File: config.mk
export PLATFORM = sky130hd
export DESIGN_NAME = i2s_frame_serializer_flat
export DESIGN_NICKNAME = d
export VERILOG_FILES = /design/src/rtl/i2s_frame_serializer_if.sv /design/src/rtl/i2s_frame_serializer.sv /design/src/flat_wrapper.sv
export SDC_FILE = /design/constraint.sdc
export NUM_CORES = 1
export LEC_CHECK = 0
export ABC_AREA = 1
export BUFFER_PORTS_ARGS = -buffer_cell sky130_fd_sc_hd__buf_4
export CAP_MARGIN = 20
export CELL_PAD_IN_SITES_DETAIL_PLACEMENT = 0
export CELL_PAD_IN_SITES_GLOBAL_PLACEMENT = 1
export CORE_UTILIZATION = 51
export DETAILED_ROUTE_END_ITERATION = 12
export HOLD_SLACK_MARGIN = 0.03
export MAX_ROUTING_LAYER = met4
export PLACE_DENSITY = 0.81
export RECOVER_POWER = 50
export SLEW_MARGIN = 0
export SYNTH_ARGS = -nofsm -noshare
export SYNTH_HDL_FRONTEND = slang
export SYNTH_SLANG_ARGS = --single-unit
File: constraint.sdc
create_clock -name clk -period 6.2 [get_ports clk]
set_input_delay 1.24 -clock clk [delete_from_list [all_inputs] [get_ports clk]]
set_output_delay 1.24 -clock clk [all_outputs]
set_load 0.02 [all_outputs]
File: src/rtl/i2s_frame_serializer_if.sv
// -----------------------------------------------------------------------------
// i2s_frame_serializer_if
// Stereo frame stream carrying one mixed sample pair per transfer.
// A transfer happens on a clock where s_valid && s_ready are both high.
//
// Signals:
//   s_valid  source -> sink  frame valid
//   s_ready  sink -> source  sink can accept a frame this cycle
//   s_left   source -> sink  left sample, signed two's complement
//   s_right  source -> sink  right sample, signed two's complement
// -----------------------------------------------------------------------------
interface i2s_frame_serializer_if #(
    parameter int DATA_W = 16
);
    logic                     s_valid;
    logic                     s_ready;
    logic signed [DATA_W-1:0] s_left;
    logic signed [DATA_W-1:0] s_right;

    modport master (
        output s_valid,
        output s_left,
        output s_right,
        input  s_ready
    );

    modport slave (
        input  s_valid,
        input  s_left,
        input  s_right,
        output s_ready
    );
endinterface

File: src/rtl/i2s_frame_serializer.sv
// -----------------------------------------------------------------------------
// i2s_frame_serializer
// Buffers stereo 16-bit frames in a small FIFO and shifts them out as standard
// I2S (MSB first, data delayed one BCLK after each LRCLK edge). BCLK and LRCLK
// are derived from clk by integer division. Each frame boundary pops the FIFO
// head; an empty FIFO at a boundary sends a silent frame and flags an underrun.
//
// Ports:
//   clk             system clock, all logic on posedge
//   rst             synchronous active-high reset
//   enable          1 = run serializer, 0 = hold I2S lines idle
//   s_frame         frame stream input (valid/ready, left/right samples)
//   audio_bclk      I2S bit clock
//   audio_lrclk     I2S word select, 0 = left, 1 = right
//   audio_dout      I2S serial data, changes with BCLK falling
//   frame_tick      one-clk pulse per frame boundary (upstream sample request)
//   underrun        one-clk pulse when a boundary finds the FIFO empty
//   underrun_count  saturating count of underruns
// -----------------------------------------------------------------------------
module i2s_frame_serializer #(
    parameter int BCLK_HALF  = 12,
    parameter int SLOT_WIDTH = 16,
    parameter int FIFO_DEPTH = 4
) (
    input  logic                   clk,
    input  logic                   rst,
    input  logic                   enable,
    i2s_frame_serializer_if.slave  s_frame,
    output logic                   audio_bclk,
    output logic                   audio_lrclk,
    output logic                   audio_dout,
    output logic                   frame_tick,
    output logic                   underrun,
    output logic [15:0]            underrun_count
);

    localparam int DATA_W  = 16;
    localparam int FRAME_W = 2 * SLOT_WIDTH;
    localparam int BIT_W   = $clog2(FRAME_W);
    localparam int DIV_W   = (BCLK_HALF > 1) ? $clog2(BCLK_HALF) : 1;
    localparam int PTR_W   = (FIFO_DEPTH > 1) ? $clog2(FIFO_DEPTH) : 1;
    localparam int CNT_W   = PTR_W + 1;
    localparam int ENTRY_W = 2 * DATA_W;

    // Saturating +1 for the underrun counter.
    function automatic logic [15:0] sat_inc(input logic [15:0] v);
        return (v == 16'hFFFF) ? v : v + 16'd1;
    endfunction

    // Place left/right samples MSB-aligned in their slots, zero padding below.
    function automatic logic [FRAME_W-1:0] frame_word(input logic [ENTRY_W-1:0] entry);
        logic [FRAME_W-1:0] w;
        w = '0;
        w[FRAME_W-1 -: DATA_W]    = entry[ENTRY_W-1:DATA_W];
        w[SLOT_WIDTH-1 -: DATA_W] = entry[DATA_W-1:0];
        return w;
    endfunction

    // Frame FIFO storage (data only, pointers/occupancy are the control state).
    logic [ENTRY_W-1:0] fifo_mem [FIFO_DEPTH];
    logic [PTR_W-1:0]   wr_ptr;
    logic [PTR_W-1:0]   rd_ptr;
    logic [CNT_W-1:0]   fifo_cnt;
    logic               s_ready_q;

    // Serializer state.
    logic [DIV_W-1:0]   div_cnt;
    logic [BIT_W-1:0]   bit_cnt;
    logic [FRAME_W-1:0] shreg;
    logic [15:0]        underrun_cnt_q;

    // Decoded events for this clock.
    logic               push;
    logic               pop;
    logic               fifo_empty;
    logic               div_tc;
    logic               fall_evt;
    logic               frame_bnd;
    logic [BIT_W-1:0]   bit_nxt;
    logic [CNT_W-1:0]   cnt_nxt;

    always_comb begin
        push       = s_frame.s_valid && s_ready_q;
        fifo_empty = (fifo_cnt == '0);
        div_tc     = (div_cnt == DIV_W'(BCLK_HALF - 1));
        // A fall event is the terminal count reached while BCLK is high.
        fall_evt   = enable && div_tc && audio_bclk;
        frame_bnd  = fall_evt && (bit_cnt == BIT_W'(FRAME_W - 1));
        bit_nxt    = frame_bnd ? '0 : bit_cnt + 1'b1;
        pop        = frame_bnd && !fifo_empty;
        cnt_nxt    = fifo_cnt + CNT_W'(push) - CNT_W'(pop);
    end

    always_ff @(posedge clk) begin
        if (push) begin
            fifo_mem[wr_ptr] <= {s_frame.s_left, s_frame.s_right};
        end
    end

    always_ff @(posedge clk) begin
        if (rst) begin
            wr_ptr         <= '0;
            rd_ptr         <= '0;
            fifo_cnt       <= '0;
            s_ready_q      <= 1'b0;
            div_cnt        <= '0;
            bit_cnt        <= BIT_W'(FRAME_W - 1);
            shreg          <= '0;
            audio_bclk     <= 1'b0;
            audio_lrclk    <= 1'b0;
            audio_dout     <= 1'b0;
            frame_tick     <= 1'b0;
            underrun       <= 1'b0;
            underrun_cnt_q <= '0;
        end else begin
            if (push) begin
                wr_ptr <= wr_ptr + 1'b1;
            end
            if (pop) begin
                rd_ptr <= rd_ptr + 1'b1;
            end
            fifo_cnt <= cnt_nxt;
            // Ready reflects occupancy after this cycle's push/pop, so a pop
            // while full only reopens the input on the following cycle.
            s_ready_q <= (cnt_nxt < CNT_W'(FIFO_DEPTH));

            frame_tick <= frame_bnd;
            underrun   <= frame_bnd && fifo_empty;
            if (frame_bnd && fifo_empty) begin
                underrun_cnt_q <= sat_inc(underrun_cnt_q);
            end

            if (!enable) begin
                // Idle lines; restart later from a clean frame boundary.
                div_cnt     <= '0;
                bit_cnt     <= BIT_W'(FRAME_W - 1);
                shreg       <= '0;
                audio_bclk  <= 1'b0;
                audio_lrclk <= 1'b0;
                audio_dout  <= 1'b0;
            end else begin
                div_cnt <= div_tc ? '0 : div_cnt + 1'b1;
                if (div_tc) begin
                    audio_bclk <= ~audio_bclk;
                end
                if (fall_evt) begin
                    bit_cnt     <= bit_nxt;
                    audio_lrclk <= (bit_nxt >= BIT_W'(SLOT_WIDTH));
                    // The MSB leaving at the boundary is the previous frame's
                    // last right bit: this is the one-BCLK I2S data delay.
                    audio_dout  <= shreg[FRAME_W-1];
                    if (frame_bnd) begin
                        shreg <= pop ? frame_word(fifo_mem[rd_ptr]) : '0;
                    end else begin
                        shreg <= {shreg[FRAME_W-2:0], 1'b0};
                    end
                end
            end
        end
    end

    assign s_frame.s_ready = s_ready_q;
    assign underrun_count  = underrun_cnt_q;

endmodule

File: src/flat_wrapper.sv
// flat-port wrapper written by rule: the top's interface ports become plain ports
module i2s_frame_serializer_flat 
#(
    parameter int BCLK_HALF  = 12,
    parameter int SLOT_WIDTH = 16,
    parameter int FIFO_DEPTH = 4
)
  (clk, rst, enable, audio_bclk, audio_lrclk, audio_dout, frame_tick, underrun, underrun_count, s_frame_s_valid, s_frame_s_left, s_frame_s_right, s_frame_s_ready);
  i2s_frame_serializer_if #(.DATA_W(16)) s_frame_i ();
  input  logic clk;
  input  logic rst;
  input  logic enable;
  output logic audio_bclk;
  output logic audio_lrclk;
  output logic audio_dout;
  output logic frame_tick;
  output logic underrun;
  output logic [15:0] underrun_count;
  input wire logic [$bits(s_frame_i.s_valid)-1:0] s_frame_s_valid;
  input wire logic [$bits(s_frame_i.s_left)-1:0] s_frame_s_left;
  input wire logic [$bits(s_frame_i.s_right)-1:0] s_frame_s_right;
  output wire logic [$bits(s_frame_i.s_ready)-1:0] s_frame_s_ready;
  assign s_frame_i.s_valid = s_frame_s_valid;
  assign s_frame_i.s_left = s_frame_s_left;
  assign s_frame_i.s_right = s_frame_s_right;
  assign s_frame_s_ready = s_frame_i.s_ready;
  i2s_frame_serializer #(.BCLK_HALF(BCLK_HALF), .SLOT_WIDTH(SLOT_WIDTH), .FIFO_DEPTH(FIFO_DEPTH)) u_core (.clk(clk), .rst(rst), .enable(enable), .s_frame(s_frame_i), .audio_bclk(audio_bclk), .audio_lrclk(audio_lrclk), .audio_dout(audio_dout), .frame_tick(frame_tick), .underrun(underrun), .underrun_count(underrun_count));
endmodule
# Word level (Yosys, flattened, before mapping)
# Memory sizes are Yosys's and may differ from the RTL's. A register that Yosys moved wholly into a read port is not among the register bits.
# Cells that the tools add are included.
# W data, S select, Z words.
[totals]
mem_bits_rw = 128
ff_bits = 70
latch_bits = 0
memories = 1
rom_bits = 0
[mem_list]
columns = ["name", "words", "word_bits", "rd", "rd_ports_with_merged_regs", "write_ports", "line_no", "source"]
rows = [
  ["u_core.fifo_mem", 4, 32, 1, 1, 1, "i2s_frame_serializer.sv:60", "logic [ENTRY_W-1:0] fifo_mem [FIFO_DEPTH];"],
]
[op_classes]
n_mux = 7
n_reduce_logical = 11
mul = 0
div = 0
shift = 0
magnitude_cmp = 2
add_sub_neg = 7
n_eq_ne = 3
bitwise_logic = 3
[ops]
columns = ["operator", "n"]
rows = [
  ["$mux W32", 2],
  ["$add A16 B1 Y16 const B", 1],
  ["$eq A16 B16 Y1 const B", 1],
  ["$logic_and A1 B1 Y1", 6],
  ["$add A5 B1 Y5 const B", 1],
  ["$eq A5 B5 Y1 const B", 1],
  ["$ge A5 B5 Y1 const B", 1],
  ["$mux W5", 1],
  ["$add A2 B1 Y2 const B", 2],
  ["$add A4 B1 Y4 const B", 1],
  ["$eq A4 B4 Y1 const B", 1],
  ["$mux W2", 2],
  ["$add A3 B1 Y3", 1],
  ["$logic_not A3 Y1", 1],
  ["$lt A3 B3 Y1 const B", 1],
  ["$not A1 Y1", 3],
  ["$reduce_or A3 Y1", 1],
  ["$sub A3 B1 Y3", 1],
  ["$mux W1", 2],
  ["$reduce_and A2 Y1", 1],
  ["$reduce_or A2 Y1", 1],
  ["$logic_not A1 Y1", 1],
]

# Depth between registers and ports, before layout
[depth]
depth_word = 7
mapped_depth = 15
mapped_depth_nobuf = 14

# Least setup slack after synthesis
# Ideal clock, no wire load.
[synth_timing]
kind = "input -> register"
startpoint = "input port s_frame_s_valid"
endpoint = "memory u_core.fifo_mem[0][0] (netlist name), enable pin"
path_buffers = 0
required_ns = 5.779
slack_ns = 3.009
arrival_ns = 2.769
path_stages = 2
setup_ns = 0.421
cell_sequence = "nand2_1 nor2_1"
[synth_via]
elab_chain_cells = 3
[synth_rtl]
columns = ["item", "line_no", "source"]
rows = [
  ["start, declared", "flat_wrapper.sv:19", "input wire logic [$bits(s_frame_i.s_valid)-1:0] s_frame_s_valid;"],
  ["$logic_and A1 B1 Y1", "i2s_frame_serializer.sv:83", "push = s_frame.s_valid && s_ready_q;"],
  ["$mux W1", "i2s_frame_serializer.sv:95", "if (push) begin"],
  ["$mux W1 (implied by the code)", "i2s_frame_serializer.sv:96", "fifo_mem[wr_ptr] <= {s_frame.s_left, s_frame.s_right};"],
  ["end, declared", "i2s_frame_serializer.sv:60", ""],
]
# Every way passes these cells.

# Worst setup path after layout
[layout_timing]
startpoint = "input port rst"
endpoint = "register u_core.div_cnt[3]"
[layout_via]
elab_chain_cells = 1
[layout_rtl]
columns = ["item", "line_no", "source"]
rows = [
  ["start, declared", "flat_wrapper.sv:11", "input logic rst;"],
  ["$reduce_or A3 Y1 (no line)", "n/a", ""],
  ["end signal, assigned", "i2s_frame_serializer.sv:142", "div_cnt <= div_tc ? '0 : div_cnt + 1'b1;"],
  ["end, declared", "i2s_frame_serializer.sv:67", "logic [DIV_W-1:0] div_cnt;"],
]
# Every way passes these cells.
# A chain may end at the register's enable or synchronous reset.

==> metrics <==
Row Count 45; PortBufs 57; max_slew headroom -0.425; violated checks capacitance limit, slew limit; Total GRT Usage 0.214; top layer in use met4; post-synthesis xor/xnor area fraction 0.00760; cell taking the most area after synthesis edfxtp_1; maximum clock rate 255 MHz; via/cell ratio 5.27; number of enable flip-flop cells after synthesis 128; Synth Area in Simple Gates 0.170; Post-Route WL 16100 um; DR pass1 iterations 5; most frequent cells in the layout nand2_1 (175), nor2_1 (128), edfxtp_1 (128), o21ai_0 (92), dfxtp_1 (70); Crit path max-delay family buffers and inverters; Avg WL per Cell 15.1 um; Syn Nets 839; crit share post-route 0.633; ys async rst share 0; final hold vios 0; endpoint class of the critical path flip-flop; clock sinks 200; met1 wire length 6990 um; CTS Buf Count 17; Clock Skew 0.0156 ns; die height 128 um; DIE WIDTH 128 um; vias in the first global route 5250; Final min period 3.93 ns; main combinational cell family by area after synthesis simple AND/OR/NAND/NOR gates; WS Path Type in2reg; Buf/Inv on CP 4; Yosys top cell area share 0.476; final worst slack 2.27 ns; Post-Syn Area 0.00807 mm^2; 1st-iter DRT viols 379; Final Setup Violations 0; Worst VDD drop 229 uV; fin cells 1063; Synth Flop Type edfxtp_1; count of boundary I/O pins 58; drt drc 0; post-CTS setup buffers 0; Starting Density 0.527; Seq cells post-synth 200; Compound-Gate Fraction of Synth Area 0.110; YS warnings 0; mux share of post-synthesis cell area 0; top cells by area, synth edfxtp_1 (48%), dfxtp_1 (18%), nand2_1 (8.1%); min-delay worst type reg2reg; commonest non-fill, non-tap cell in the layout nand2_1; via count 5604; CP max stage cell clkbuf_1; Slew Limit Fails 33; Worst Path Arrival 4.26 ns; status complete, but fails checks; Routed Antenna Nets 0; Placer Congestion 0.810; grt total ovfl 0; post-synthesis cell count 792; H-tree levels 4; layout cells sized above 1 0.0986; initial antenna violation count 0; Finished Core Util 0.595; data required time of the worst path 6.53 ns; CTS Root Cell clkbuf_16; DP Area 0.00863 mm^2; Worst-Margin Slew 2.14 ns; CTS Buffer Depth 2; WL met3 621 um; dpl hpwl 9780 um; core box area 0.0153 mm^2; Adder-Cell Fraction of Synth Area 0.0180; Final #Nets 886; post-route design area 0.00912 mm^2; TritonCTS clock tree yes; global-route wire length before repair 25700 um; largest net degree at the start of global routing 66; syn_area_per_cell 10.2 um^2; n_diodes 0; insertion delay to the later sink of the worst-skew pair 0.44 ns; Layout area overhead 13.0%; CP cell instances clkbuf_1 -> inv_1 -> nand2_1 -> clkbuf_1 -> inv_1 -> nand2_1 -> a21oi_1; setup TNS 0 ns; dpl ws 2.83 ns; Leak 3.06 nW; startpoint type of the worst setup path input port; unique cell type count in the Yosys netlist 31; total power 2.70 mW; hold bufs inserted after CTS 0; Fin Hold WS 0.454 ns; WL met2 8210 um; post-synthesis sequential area ratio 0.655; die area 0.0163 mm^2; max incr delay on CP 1.04 ns; Cell Pwr Density 296 mW/mm^2; unrepaired setup endpoints after global routing no; Maximum Capacitance Violations 1; Clock transition at path regs 0.08 ns; post-CTS sizing 0; Crit Path Max Fanout 31; dpl cells 1029
==> where the power goes <==
part           internal [mW]  switching (mW)
logic                 0.0252          0.0618
registers               1.45         0.00936
clock network          0.673           0.479
total                   2.15           0.550
==> cell families after synthesis <==
family	count (synthesis)
fa+ha+maj	11
buf+inv	70
flops	200
simple gates	335
compound gates	169
xor+xnor	7
==> flip-flops by register name (all words and copies together), names as in the netlist, named ones only <==
name	count
u_core.audio_bclk	1
u_core.audio_dout	1
u_core.audio_lrclk	1
u_core.bit_cnt	5
u_core.div_cnt	4
u_core.fifo_cnt	3
u_core.fifo_mem	128
u_core.frame_tick	1
u_core.rd_ptr	2
u_core.s_frame.s_ready	1
u_core.shreg	32
u_core.underrun	1
u_core.underrun_count	16
u_core.wr_ptr	2
==> per-layer routing <==
layer | GRT usage | up-vias
met5 | - | -
met4 | 0.0796 | 0
met3 | 0.0476 | 18
met2 | 0.352 | 96
met1 | 0.260 | 2707
li1 | - | 2783
==> Yosys cell counts, types with 5 or more instances <==
library cell	n
a21oi_1	30
nand2_1	175
edfxtp_1	128
o21ai_0	92
a31oi_1	29
inv_1	28
clkbuf_1	22
buf_6	5
inv_2	5
buf_2	9
o21ai_1	16
nand3_1	11
ha_1	10
dfxtp_1	72
nor2_1	130
==> area by class of cell <==
type                    count  area (um^2)
clock buffers              21          470
clock inverters            11          156
fillers                  1309         6200
inverters                  33          124
multi-input cells         522         2450
flip-flops and latches    200         5290
well taps                 211          264
repair buffers             65          362
==> final timing paths <==
path	start	end	slack [ns]	cells after the start
min	u_core.div_cnt[0]	u_core.div_cnt[0]	0.45	1
min reg2reg	u_core.div_cnt[0]	u_core.div_cnt[0]	0.45	1
max reg2reg	u_core.div_cnt[0]	u_core.fifo_cnt[2]	3.36	13
max	rst	u_core.div_cnt[3]	2.27	7
Power figures use the tool's default switching activity.
